**src/rtl/uart_rx.sv**
```systemverilog
// uart_rx: 8N1 serial receiver with a 3-sample majority vote per bit and a one-cycle valid strobe.
module uart_rx #(
  parameter int CLKS_PER_BIT = 16
) (
  input  logic       clk,
  input  logic       reset,
  input  logic       iRX,
  output logic [7:0] oData,
  output logic       oValid
);
  typedef enum logic [2:0] {IDLE, START, DATA, STOP, HOLD} state_t;
  localparam logic [15:0] LAST = 16'(CLKS_PER_BIT - 1);
  localparam logic [15:0] H = 16'(CLKS_PER_BIT / 2);
  state_t state, state_n;
  logic r1, rx_s, rx_d, s0, s1, s0_n, s1_n, valid_n, wrap, vote_at, vote;
  logic [15:0] timer, timer_n;
  logic [2:0] idx, idx_n;
  logic [7:0] sh, sh_n, data_n;
  assign wrap = timer == LAST;
  assign vote_at = timer == H + 16'd1;
  assign vote = (s0 & s1) | (s0 & rx_s) | (s1 & rx_s);
  always_ff @(posedge clk or negedge reset) begin
    if (!reset) begin
      {r1, rx_s, rx_d} <= 3'b111;
      state <= IDLE;
      timer <= '0;
      idx <= '0;
      {s0, s1} <= 2'b00;
      sh <= '0;
      oData <= '0;
      oValid <= 1'b0;
    end else begin
      {r1, rx_s, rx_d} <= {iRX, r1, rx_s};
      state <= state_n;
      timer <= timer_n;
      idx <= idx_n;
      {s0, s1} <= {s0_n, s1_n};
      sh <= sh_n;
      oData <= data_n;
      oValid <= valid_n;
    end
  end
  always_comb begin
    state_n = state;
    timer_n = wrap ? '0 : timer + 16'd1;
    idx_n = idx;
    sh_n = sh;
    data_n = oData;
    valid_n = 1'b0;
    s0_n = (timer == H - 16'd1) ? rx_s : s0;
    s1_n = (timer == H) ? rx_s : s1;
    case (state)
      IDLE: begin
        timer_n = (rx_d & ~rx_s) ? 16'd1 : '0;
        state_n = (rx_d & ~rx_s) ? START : IDLE;
      end
      START: begin
        if (vote_at && vote) begin
          state_n = IDLE;
          timer_n = '0;
        end else if (wrap) begin
          state_n = DATA;
          idx_n = '0;
        end
      end
      DATA: begin
        if (vote_at) sh_n[idx] = vote;
        if (wrap) begin
          idx_n = idx + 3'd1;
          state_n = (idx == 3'd7) ? STOP : DATA;
        end
      end
      STOP: begin
        if (vote_at) begin
          timer_n = '0;
          state_n = vote ? IDLE : HOLD;
          data_n = vote ? sh : oData;
          valid_n = vote;
        end
      end
      default: begin
        // framing error or break: stay out of IDLE until the line is high again
        timer_n = '0;
        state_n = rx_s ? IDLE : HOLD;
      end
    endcase
  end
endmodule

```
**config.mk**
```make
export PLATFORM = sky130hd
export DESIGN_NAME = uart_rx
export DESIGN_NICKNAME = d
export VERILOG_FILES = /design/src/rtl/uart_rx.sv
export SDC_FILE = /design/constraint.sdc
export NUM_CORES = 1
export LEC_CHECK = 0
export CELL_PAD_IN_SITES_DETAIL_PLACEMENT = 2
export CELL_PAD_IN_SITES_GLOBAL_PLACEMENT = 2
export CORE_MARGIN = 1.5
export CORE_UTILIZATION = 37
export DETAILED_ROUTE_END_ITERATION = 6
export GPL_TIMING_DRIVEN = 0
export PLACE_DENSITY = 0.8
export SYNTH_ARGS = -nofsm -noshare
export SYNTH_HDL_FRONTEND = slang
export SYNTH_SLANG_ARGS = --single-unit
```
**constraint.sdc**
```tcl
create_clock -name clk -period 2.5 [get_ports clk]
set_clock_uncertainty 0.15 [all_clocks]
set_input_delay 0.625 -clock clk [delete_from_list [all_inputs] [get_ports clk]]
set_output_delay 0.625 -clock clk [all_outputs]
set_load 0.03 [all_outputs]
```
After elaboration in Yosys (flattened, before gate mapping)
Cells that the tools add are included.
- $add $sub $neg: 2
- magnitude comparators: 2
- eq/ne operators: 13
- multiplexer cells: 23
- bitwise gates (word level): 7
- reductions and logical operators: 8
- operators with widths (operator ; number):
    $pmux 16 s4 ; 1
    $eq 16x4->1 const B ; 3
    $mux 16 ; 3
    $mux 3 ; 9
    $add 16x1->16 const B ; 1
    $eq 16x3->1 const B ; 1
    $pmux 3 s4 ; 1
    $bwmux 8 ; 1
    $ne 2x2->1 const B ; 4
    $eq 3x2->1 const B ; 2
    $mux 1 ; 6
    $pmux 3 s2 ; 1
    $reduce_and 3->1 ; 2
    $and 1x1->1 ; 4
    $lt 3x4->1 const B ; 1
    $reduce_and 4->1 ; 1
    $add 3x1->3 const B ; 1
    $demux 1 s3 ; 1
    $eq 3x1->1 const B ; 1
    $eq 3x3->1 const B ; 1
    $ge 3x1->1 const B ; 1
    $logic_not 3->1 ; 1
    $ne 3x3->1 const B ; 1
    $logic_and 1x1->1 ; 2
    other kinds (4) ; 5
- register bits after elaboration: 44
- bits of input ports: 3
- output and inout port bits: 9
- logic and storage cells: 66

Logic depth before layout (Yosys ltp)
- depth after elaboration: 6
- mapped depth: 8

Worst setup path after synthesis
No wires, ideal clock.
- path type: reg-to-reg
- from: register timer[5]
- to: register sh[4]
- setup time: 0.125 ns
- arrival time: 1.808 ns
- slack: 0.417 ns
- stages on the path, launching flop included: 6
- period minus slack after synthesis: 2.083 ns
- path through: dfrtp_1 nor4_4 nand4_1 or3_4 nor3b_2 mux2_2
- word-level cells in the longest chain between the ends: 2
- RTL lines (element ; RTL line ; RTL):
    start, declared ; 16 ; logic [15:0] timer, timer_n;
    start signal, assigned ; 35 ; timer <= timer_n;
    $eq 16x4->1 ; 20 ; assign vote_at = timer == H + 16'd1;
    $reduce_and 2->1 (no source line) ; n/a ;
    end signal, assigned ; 38 ; sh <= sh_n;
    end, declared ; 18 ; logic [7:0] sh, sh_n, data_n;
Every way passes these cells.
A chain may end at the register's enable or synchronous reset.

Worst setup path in the final report
- from: register timer[1]
- to: register sh[4]
Same word-level chain as after synthesis.

==> metrics.md <==
| Metric | Value |
|---|---|
| Root buffer cell | `clkbuf_8` |
| Final worst slack | `~0.17 ns` |
| TNS Setup | `0 ns` |
| Clk buf depth | `2` |
| Placed Area | `approximately 2300 um^2` |
| # hold bufs at CTS | `0` |
| Aggregate global-route resource usage | `roughly 18%` |
| Die Footprint | `6140 um^2` |
| Clk pin slew, worst setup/hold paths | `0.08 ns` |
| Overall power | `approximately 1.8 mW` |
| Core area | `~5500 um^2` |
| Post-CTS sizing | `0` |
| Max_cap viols | `0` |
| Yosys cell types | `39` |
| Unrepaired setup endpoints after global routing | `false` |
| Rows | `27` |
| Req. time, crit path | `roughly 2.5 ns` |
| RR Startpoint | `timer[1]` |
| Syn Nets | `between 150 and 200` |
| Wire per inst | `between 15 and 20 um` |
| Final instance area | `about 2400 um^2` |
| Worst rel slew slack | `61.9%` |
| Die Y-Extent | `78.3 um` |
| Slowest stage delay, CP | `between 0.4 and 0.5 ns` |
| Post-synthesis sequential area ratio | `52.6%` |
| Post-DP HPWL | `about 3700 um` |
| F_max | `about 430 MHz` |
| Vias in the first global route | `~1,600` |
| Port bufs | `11` |
| Hold crit path type | `primary input to asynchronous set/reset pin` |
| Seq cells post-synth | `44` |
| DRT antenna net count | `0` |
| Die Width | `between 70 and 80 um` |
| Status | `finished clean` |
| Syn avg cell area | `11.7 um^2` |
| Slowest cell on crit path | `dfrtp_1` |
| Leakage | `about 1.1 nW` |
| Crit Path Class | `flip-flop to flip-flop` |
| Dpl ws | `roughly 0.14 ns` |
| CTS buffer count | `5` |
| CTS tree | `built` |
| Fraction of layout cells with a size suffix above 1 | `between 20% and 30%` |
| Via count | `approximately 1,400` |
| Clock sinks | `44` |
| Crit-path max FO | `5` |
| Final #Nets | `206` |
| Worst slew pin tran | `0.568 ns` |
| Fin crit period | `around 2.3 ns` |
| Final setup viols | `0` |
| Grt total ovfl | `0` |
| Post-Syn Area | `roughly 2100 um^2` |
| RePlAce Congestion | `0.815` |
| First-pass GRT wire length | `8340 um` |
| Post-synthesis cell count | `around 180` |
| Initial Utilization | `between 30% and 40%` |
| Worst Reg2Reg Path Length in Cells | `7` |
| H-tree level count | `2` |
| Crit path cell chain | `inv_1 > ha_1 > and3b_1 > nand4_1 > or3_4 > nor3b_2 > mux2_2` |
| Area Growth Syn to Fin | `14.7%` |
| Ports | `12` |
| Antenna cells | `0` |
| Critical path arrival | `around 2.4 ns` |
| Vias/cell | `between 5 and 6` |
| Setup bufs post-CTS | `0` |
| R2R Path End | `sh[4]` |
| Largest net degree at the start of global routing | `37` |
| Initial antenna violation count | `0` |
| Synth warn | `0` |
| Clk_lat worst skew | `roughly 0.3 ns` |
| Final Max Slew Viols | `0` |
| WL final | `4900 um` |
| Max VDD drop | `approximately 280 uV` |
| Crit start category | `flip-flop` |
| Reg-to-reg setup timing slack | `about 0.17 ns` |
| DR iter-0 viols | `42` |
| Pwr Density | `about 730 nW/um^2` |
| Tcrit/Tclk final | `93.4%` |
| Pre-Repair DR Iteration Count | `4` |
| Residual DRC | `0` |
| Final hold violation count | `0` |
| Worst Setup End Kind | `flip-flop` |
-- through the flow --
stage	utilization (%)	std cells	hold WS, ns
after floorplan	-	179	0.179
after global placement	41.8	262	0.196
after detailed placement	42.0	263	0.197
after CTS	43.7	271	0.0213
after global routing	43.7	271	0.0246
final	43.7	271	0.0242
-- critical path, delay by kind of cell, from the launching register on --
family / cells / cell delay [ns]
adder cells (fa/ha/maj): 1 / 0.16
AND/OR/NAND/NOR: 4 / 1.04
multiplexers: 1 / 0.35
flip-flops: 1 / 0.42
buffers and inverters: 1 / 0.11
-- worst max-delay path by stage --
stage              from  endpoint  slack, ns  cells after the start
6_report       timer[1]     sh[4]       0.17                      7
4_1_cts        timer[1]     sh[2]       0.13                      7
5_1_grt        timer[1]     sh[0]       0.06                      7
3_5_place_dp   timer[1]     sh[4]       0.14                      7
3_3_place_gp      reset        s1      -0.48                      1
2_1_floorplan  timer[5]     sh[4]       0.42                      5
-- metal layers --
metal	vias to the layer above	wire, um	global-route usage, %
met4	0	62	5.36
met3	6	121	4.07
met5	-	0	0
met1	746	2120	21.3
met2	15	2600	32.3
li1	664	-	-
-- where the power goes --
group / leakage [nW] / switching, mW / internal (mW)
logic: 0.451 / 0.264 / 0.167
clock network: 0.0445 / 0.250 / 0.225
registers: 0.594 / 0.0703 / 0.777
total: 1.09 / 0.584 / 1.17
-- final cells by class --
class | count | area, um^2
inverters | 6 | 22.5
clock buffers | 7 | 86.3
clock inverters | 1 | 7.51
multi-input cells | 125 | 941
repair buffers | 12 | 125
plain buffers | 4 | 31.3
flip-flops and latches | 44 | 1100
well taps | 72 | 90.1
fillers | 570 | 3100
-- cell usage in the layout, fill, tap and decap left out, drive strengths merged --
| master | n |
|---|---|
| a311o | 1 |
| xnor2 | 7 |
| nand2 | 11 |
| nor3 | 4 |
| a221o | 1 |
| clkdlybuf4s50 | 10 |
| inv | 6 |
| a21oi | 1 |
| nand4 | 5 |
| o211ai | 1 |
| nor4 | 3 |
| and3b | 1 |
| o21ai | 3 |
| a22o | 2 |
| dfrtp | 41 |
| buf | 5 |
| nand3 | 9 |
| ha | 5 |
| clkbuf | 8 |
| mux2 | 18 |
| o211a | 1 |
| and4 | 1 |
| and3 | 7 |
| o31ai | 1 |
| nor3b | 3 |
| dfstp | 3 |
| a21bo | 1 |
| and2 | 1 |
| or3 | 1 |
| nand4b | 1 |
| xor2 | 7 |
| clkinvlp | 1 |
| maj3 | 1 |
| nor2 | 24 |
| nand3b | 3 |
| o32ai | 1 |
-- sequential cells by signal (all words and copies together) (netlist names) --
register and flops:
timer 16, oData 8, sh 8, idx 3, state 3, oValid 1
r1 1, rx_d 1, rx_s 1, s0 1, s1 1
-- kinds of logic after synthesis --
logic type	share of synthesized area, %
and+or+nand+nor	21.0
xor gates and xnor gates	5.84
muxes	9.65
buffers and inverters	2.56
AOI/OAI and AO/OA	4.89
DFF	52.6
adders and majority gates	3.46
-- Yosys cell counts --
cell       n  area [um^2]
o32ai_1    1         8.76
and2_1     1         6.26
mux2_2    18          203
ha_1       5         62.6
xnor2_1    7         61.3
clkbuf_1   1         3.75
dfstp_2    3         78.8
nand4_1    5         31.3
nor3b_2    2         25.0
nand2_1   11         41.3
buf_6      2         22.5
nor4_4     3         63.8
o21ai_0    2         10.0
nand4b_1   1         8.76
a22o_1     2         17.5
o21ai_1    1         5.00
a311o_1    1         10.0
dfrtp_1   41         1030
xor2_1     7         61.3
o211ai_1   1         7.51
buf_2      1         5.00
o211a_1    1         10.0
nor2_2     1         6.26
maj3_1     1         10.0
a21bo_2    1         10.0
o31ai_1    1         7.51
nand3b_1   3         22.5
and3_1     5         31.3
nor2_1    23         86.3
nor3b_1    1         7.51
inv_1      6         22.5
and3_2     2         15.0
a21oi_1    1         5.00
and3b_1    1         8.76
nand3_1    9         45.0
or3_4      1         11.3
nor3_1     4         20.0
a221o_2    1         11.3
and4_2     1         10.0
Power figures use the tool's default switching activity.
